File: src/rtl/data_axi_bridge_pkg.sv
// Shared types and helpers for the MEM-stage SRAM-to-AXI3 data bridge.
// Holds FSM states, AXI response codes and the size-to-axsize mapping.
package data_axi_bridge_pkg;

  typedef enum logic [2:0] {
    S_IDLE = 3'd0,
    S_AR   = 3'd1,
    S_R    = 3'd2,
    S_AW_W = 3'd3,
    S_B    = 3'd4
  } state_t;

  localparam logic [1:0] OKAY = 2'b00;

  // SRAM size code to AXI AxSIZE; code 3 is clamped to a word.
  function automatic logic [2:0] axsize(input logic [1:0] size);
    logic [2:0] r;
    r = (size == 2'd3) ? 3'd2 : {1'b0, size};
    return r;
  endfunction

endpackage

File: src/rtl/data_axi_bridge_aw_w_tracker.sv
// Tracks AW and W handshakes of one write so each valid drops on its own.
// Ports: clk, rst_n, active, awready, wready -> awvalid, wvalid, both_done.
module data_axi_bridge_aw_w_tracker (
  input  logic clk,
  input  logic rst_n,
  input  logic active,
  input  logic awready,
  input  logic wready,
  output logic awvalid,
  output logic wvalid,
  output logic both_done
);

  logic aw_done;
  logic w_done;
  logic aw_nxt;
  logic w_nxt;

  assign awvalid = active & ~aw_done;
  assign wvalid  = active & ~w_done;

  // Include the handshakes of this cycle so the completing cycle counts.
  assign aw_nxt    = aw_done | (awvalid & awready);
  assign w_nxt     = w_done  | (wvalid & wready);
  assign both_done = active & aw_nxt & w_nxt;

  always_ff @(posedge clk or negedge rst_n) begin
    if (!rst_n) begin
      aw_done <= 1'b0;
      w_done  <= 1'b0;
    end else if (!active) begin
      aw_done <= 1'b0;
      w_done  <= 1'b0;
    end else begin
      aw_done <= aw_nxt;
      w_done  <= w_nxt;
    end
  end

endmodule

File: src/rtl/data_axi_bridge.sv
// SRAM-like MEM-stage request to single-beat AXI3 read/write bridge.
// Ports: CPU req/addr_ok/data_ok side, AXI AR/R/AW/W/B channels.
module data_axi_bridge
  import data_axi_bridge_pkg::*;
#(
  parameter int ADDR_W = 32,
  parameter int DATA_W = 32
) (
  input  logic                aclk,
  input  logic                aresetn,
  input  logic                req,
  input  logic                wr,
  input  logic [1:0]          size,
  input  logic [ADDR_W-1:0]   addr,
  input  logic [DATA_W/8-1:0] wstrb,
  input  logic [DATA_W-1:0]   wdata,
  output logic                addr_ok,
  output logic                data_ok,
  output logic [DATA_W-1:0]   rdata,
  output logic                resp_err,
  output logic [ADDR_W-1:0]   araddr,
  output logic [2:0]          arsize,
  output logic                arvalid,
  input  logic                arready,
  input  logic [DATA_W-1:0]   r_data,
  input  logic [1:0]          rresp,
  input  logic                rlast,
  input  logic                rvalid,
  output logic                rready,
  output logic [ADDR_W-1:0]   awaddr,
  output logic [2:0]          awsize,
  output logic                awvalid,
  input  logic                awready,
  output logic [DATA_W-1:0]   w_data,
  output logic [DATA_W/8-1:0] w_strb,
  output logic                wlast,
  output logic                wvalid,
  input  logic                wready,
  input  logic [1:0]          bresp,
  input  logic                bvalid,
  output logic                bready
);

  localparam int STRB_W = DATA_W / 8;

  state_t              state;
  state_t              state_nxt;
  logic [ADDR_W-1:0]   addr_q;
  logic [2:0]          size_q;
  logic [STRB_W-1:0]   wstrb_q;
  logic [DATA_W-1:0]   wdata_q;
  logic                aw_w_done;
  logic                in_aw_w;

  assign araddr = addr_q;
  assign arsize = size_q;
  assign awaddr = addr_q;
  assign awsize = size_q;
  assign w_data = wdata_q;
  assign w_strb = wstrb_q;

  assign in_aw_w = (state == S_AW_W);

  data_axi_bridge_aw_w_tracker u_aw_w (
    .clk       (aclk),
    .rst_n     (aresetn),
    .active    (in_aw_w),
    .awready   (awready),
    .wready    (wready),
    .awvalid   (awvalid),
    .wvalid    (wvalid),
    .both_done (aw_w_done)
  );

  always_comb begin
    state_nxt = state;
    addr_ok   = 1'b0;
    arvalid   = 1'b0;
    rready    = 1'b0;
    wlast     = 1'b0;
    bready    = 1'b0;
    unique case (state)
      S_IDLE: begin
        addr_ok = req;
        if (req) state_nxt = wr ? S_AW_W : S_AR;
      end
      S_AR: begin
        arvalid = 1'b1;
        if (arready) state_nxt = S_R;
      end
      S_R: begin
        rready = 1'b1;
        if (rvalid && rlast) state_nxt = S_IDLE;
      end
      S_AW_W: begin
        wlast = 1'b1;
        if (aw_w_done) state_nxt = S_B;
      end
      S_B: begin
        bready = 1'b1;
        if (bvalid) state_nxt = S_IDLE;
      end
      default: state_nxt = S_IDLE;
    endcase
  end

  always_ff @(posedge aclk or negedge aresetn) begin
    if (!aresetn) begin
      state    <= S_IDLE;
      addr_q   <= '0;
      size_q   <= '0;
      wstrb_q  <= '0;
      wdata_q  <= '0;
      rdata    <= '0;
      resp_err <= 1'b0;
      data_ok  <= 1'b0;
    end else begin
      state   <= state_nxt;
      data_ok <= 1'b0;
      if (addr_ok) begin
        addr_q  <= addr;
        size_q  <= axsize(size);
        wstrb_q <= wstrb;
        wdata_q <= wdata;
      end
      // A beat without rlast is captured but does not finish the read.
      if (state == S_R && rvalid) begin
        rdata <= r_data;
        if (rlast) begin
          resp_err <= (rresp != OKAY);
          data_ok  <= 1'b1;
        end
      end
      if (state == S_B && bvalid) begin
        resp_err <= (bresp != OKAY);
        data_ok  <= 1'b1;
      end
    end
  end

endmodule

File: config.mk
export PLATFORM = sky130hd
export DESIGN_NAME = data_axi_bridge
export DESIGN_NICKNAME = d
export VERILOG_FILES = /design/src/rtl/data_axi_bridge_pkg.sv /design/src/rtl/data_axi_bridge_aw_w_tracker.sv /design/src/rtl/data_axi_bridge.sv
export SDC_FILE = /design/constraint.sdc
export NUM_CORES = 1
export LEC_CHECK = 0
export ABC_AREA = 1
export BUFFER_PORTS_ARGS = -buffer_cell sky130_fd_sc_hd__buf_2
export CAP_MARGIN = 30
export CORE_MARGIN = 2
export CORE_UTILIZATION = 44
export CTS_CLUSTER_SIZE = 40
export DETAILED_ROUTE_END_ITERATION = 12
export HOLD_SLACK_MARGIN = 0.08
export PLACE_DENSITY = 0.8
export SKIP_LAST_GASP = 1
export SLEW_MARGIN = 20
export SYNTH_ARGS = -nofsm -noshare
export SYNTH_HDL_FRONTEND = slang
export SYNTH_SLANG_ARGS = --single-unit
File: constraint.sdc
create_clock -name aclk -period 1.62 [get_ports aclk]
set_input_delay 0.324 -clock aclk [delete_from_list [all_inputs] [get_ports aclk]]
set_output_delay 0.324 -clock aclk [all_outputs]
set_load 0.005 [all_outputs]
==> run_results.csv <==
group,metric,value,unit
run_status,outcome,"finished with violations",
run_status,violations,"negative setup slack",
pwr,vdd_drop_max,854,uV
global_route,grt_max_degree,55,
setup_path,cp-start-kind,"register",
placement,numPortBuffers,260,
timing,post-route-period-util,101,%
clocking,cts_buffers,9,
finish,diodes,0,
timing,whs,0.148,ns
clocking,clk_latency,0.37,ns
clocking,clk_path_buf_depth,2,
timing,rsz0062_at_grt,"true",
route,wl,11900,um
timing,fin_crit,1.64,ns
setup_path,crit_fanout,4,
setup_path,crit_type,"register to primary output",
placement,gp_congestion,0.853,
finish,fin_nets,871,
finish,area_delta_synth_final,32.5,%
placement,dp_hpwl,8890,um
timing,skew,0.0153,ns
synthesis,synth_seq_area_share,59.7,%
route,ant_nets,0,
floorplanning,num_rows,37,
clocking,cts.reportedPaths.clkPinSlew,0.10,ns
min_path,min_path_cells,3,
pwr,power.density,1830,nW/um^2
synthesis,avgSynthCellArea,8.71,um^2
timing,fin_ws,-0.0211,ns
clocking,htree_num_levels,3,
setup_path,cp-endpoint,"arvalid",
finish,drive_gt1_share,40.8,%
global_route,grt_pass1_vias,3907,
clocking,clockRootBuffer,"clkbuf_8",
min_path,worstHoldStart,"wdata[7]",
floorplanning,die_x,106,um
setup_path,crit_start,"state[2]",
setup_path,reg2regPathDepth,8,
global_route,grt-ovfl-total,0,
floorplanning,boundaryPins,263,
finish,final_cell_mix,"284 x nand2_1, 258 x buf_2, 106 x dfrtp_1",
synthesis,yosys_warnings,0,
timing,final-hold-violation-count,0,
timing,setup_violations,1,
finish,final_common_cell,"nand2_1",
route,routed_via_density,4.73,
timing,slew_viol_final,0,
global_route,grt_pass1_wl,18500,um
setup_path,reg2reg_slack,0.18,ns
pwr,p_leak,3.69,nW
setup_path,crit_arrival,1.32,ns
synthesis,syn_area,4570,um^2
setup_path,cp-end-kind,"primary output",
floorplanning,die-area,11200,um^2
run,cap_violations,0,
route,drt-initial-drc-count,314,
floorplanning,start_util,44.9,%
global_route,antenna_found_initial,0,
placement,pre_cts_ws,0.240,ns
floorplanning,die_h,106,um
setup_path,worst_r2r_endpoint,"rdata[25]",
timing,fmax,609,MHz
route,route.detailed.drc,0,
route,wire_per_inst,13.3,um
setup_path,required,1.30,ns
synthesis,synth.distinct_cells,25,
route,drtPass1Iterations,8,
route,vias,4234,
floorplanning,core,10200,um^2
synthesis,synth-seq-cells,109,
pwr,power.total,11.1,mW
clocking,cts_tree,"yes",
min_path,holdCritPathClass,"input port to register",
clocking,cts_sinks,109,
synthesis,synthCells,525,
setup_path,rr_startpoint,"state[2]",
global_route,grt_use_total,20.4,%
## repair_timing
action	4_1_cts	5_1_grt
buffers inserted	3	4
hold endpoints to repair	15	0
endpoints found under the setup margin	7	6
hold buffers	1	0
gates resized for setup	10	4
pin swaps	3	5
## how the worst min path moves through the flow
stage	end	slack, ns
after floorplan	araddr[0]	0.03
after global placement	araddr[27]	0.21
after detailed placement	araddr[8]	0.21
after CTS	araddr[21]	0.13
after global routing	araddr[26]	0.13
final	w_data[7]	0.15
## registers in the layout (all words and copies together) (netlist names)
name,cells
u_aw_w.aw_done,1
data_ok,1
arsize,2
w_data,32
w_strb,4
araddr,32
resp_err,1
rdata,32
u_aw_w.w_done,1
state,3
## area by class of cell
| cell class | instances | area, um^2 |
|---|---|---|
| well taps | 136 | 170 |
| fillers | 959 | 4130 |
| multi-input cells | 346 | 1420 |
| flip-flops and latches | 109 | 2730 |
| inverters | 11 | 43.8 |
| repair buffers | 278 | 1500 |
| clock inverters | 2 | 13.8 |
| clock buffers | 14 | 183 |
## synthesized netlist by cell type
cell      instances  area share (%)
a21boi_0          1            0.16
a21oi_1           2            0.22
a22o_1            1            0.19
buf_2             7            0.77
buf_4            38             6.2
buf_6             4            0.99
clkbuf_1         11            0.90
conb_1            1           0.082
dfrtp_1         109              60
inv_1             8            0.66
inv_2             3            0.25
nand2_1         285              23
nand2_2           1            0.14
nand3_1          33             3.6
nand3_4           1            0.38
nand3b_1          1            0.16
nand4_1           1            0.14
nor2_1           11            0.90
nor2_2            1            0.14
nor2_4            1            0.25
nor3_1            1            0.11
o211ai_1          1            0.16
o21a_1            1            0.16
o21ai_2           1            0.19
o22ai_1           1            0.14
## critical path: stages, from the launching register on
cell	delay, ns
dfrtp_2	0.47
nor2_4	0.20
inv_2	0.06
nor2_2	0.10
buf_2	0.13
## stage by stage
stage	setup TNS, ns	instance area (um^2)	instances	utilization, %
6_report	-0.0211	6060	896	59.5
5_1_grt	-0.296	6060	896	59.5
4_1_cts	-0.105	6020	892	59.1
3_5_place_dp	0	5770	872	56.6
3_3_place_gp	0	5770	872	56.6
2_1_floorplan	0	4580	526	-
## where the power goes
| group | switching (mW) | internal (mW) | leakage (nW) |
|---|---|---|---|
| registers | 0.819 | 3.98 | 1.36 |
| logic | 2.52 | 2.17 | 2.23 |
| clock network | 0.859 | 0.733 | 0.103 |
| total | 4.20 | 6.88 | 3.69 |
## logic make-up (layout without fill, tap and decap cells)
group           count (synthesis)  after routing  synth area share, %
compound gates                  8              8                 1.23
buf+inv                        71            305                 9.80
flops                         109            109                 59.7
other cells                     1              2               0.0820
simple gates                  336            336                 29.2
## per-layer routing
metal,GRT usage [%],vias up,part of all wire [%]
li1,-,2030,-
met1,26.0,1981,40
met2,34.3,206,50
met3,4.29,17,8.1
met4,8.08,0,1.9
met5,0,-,0
(Power assumes the default switching activity.)
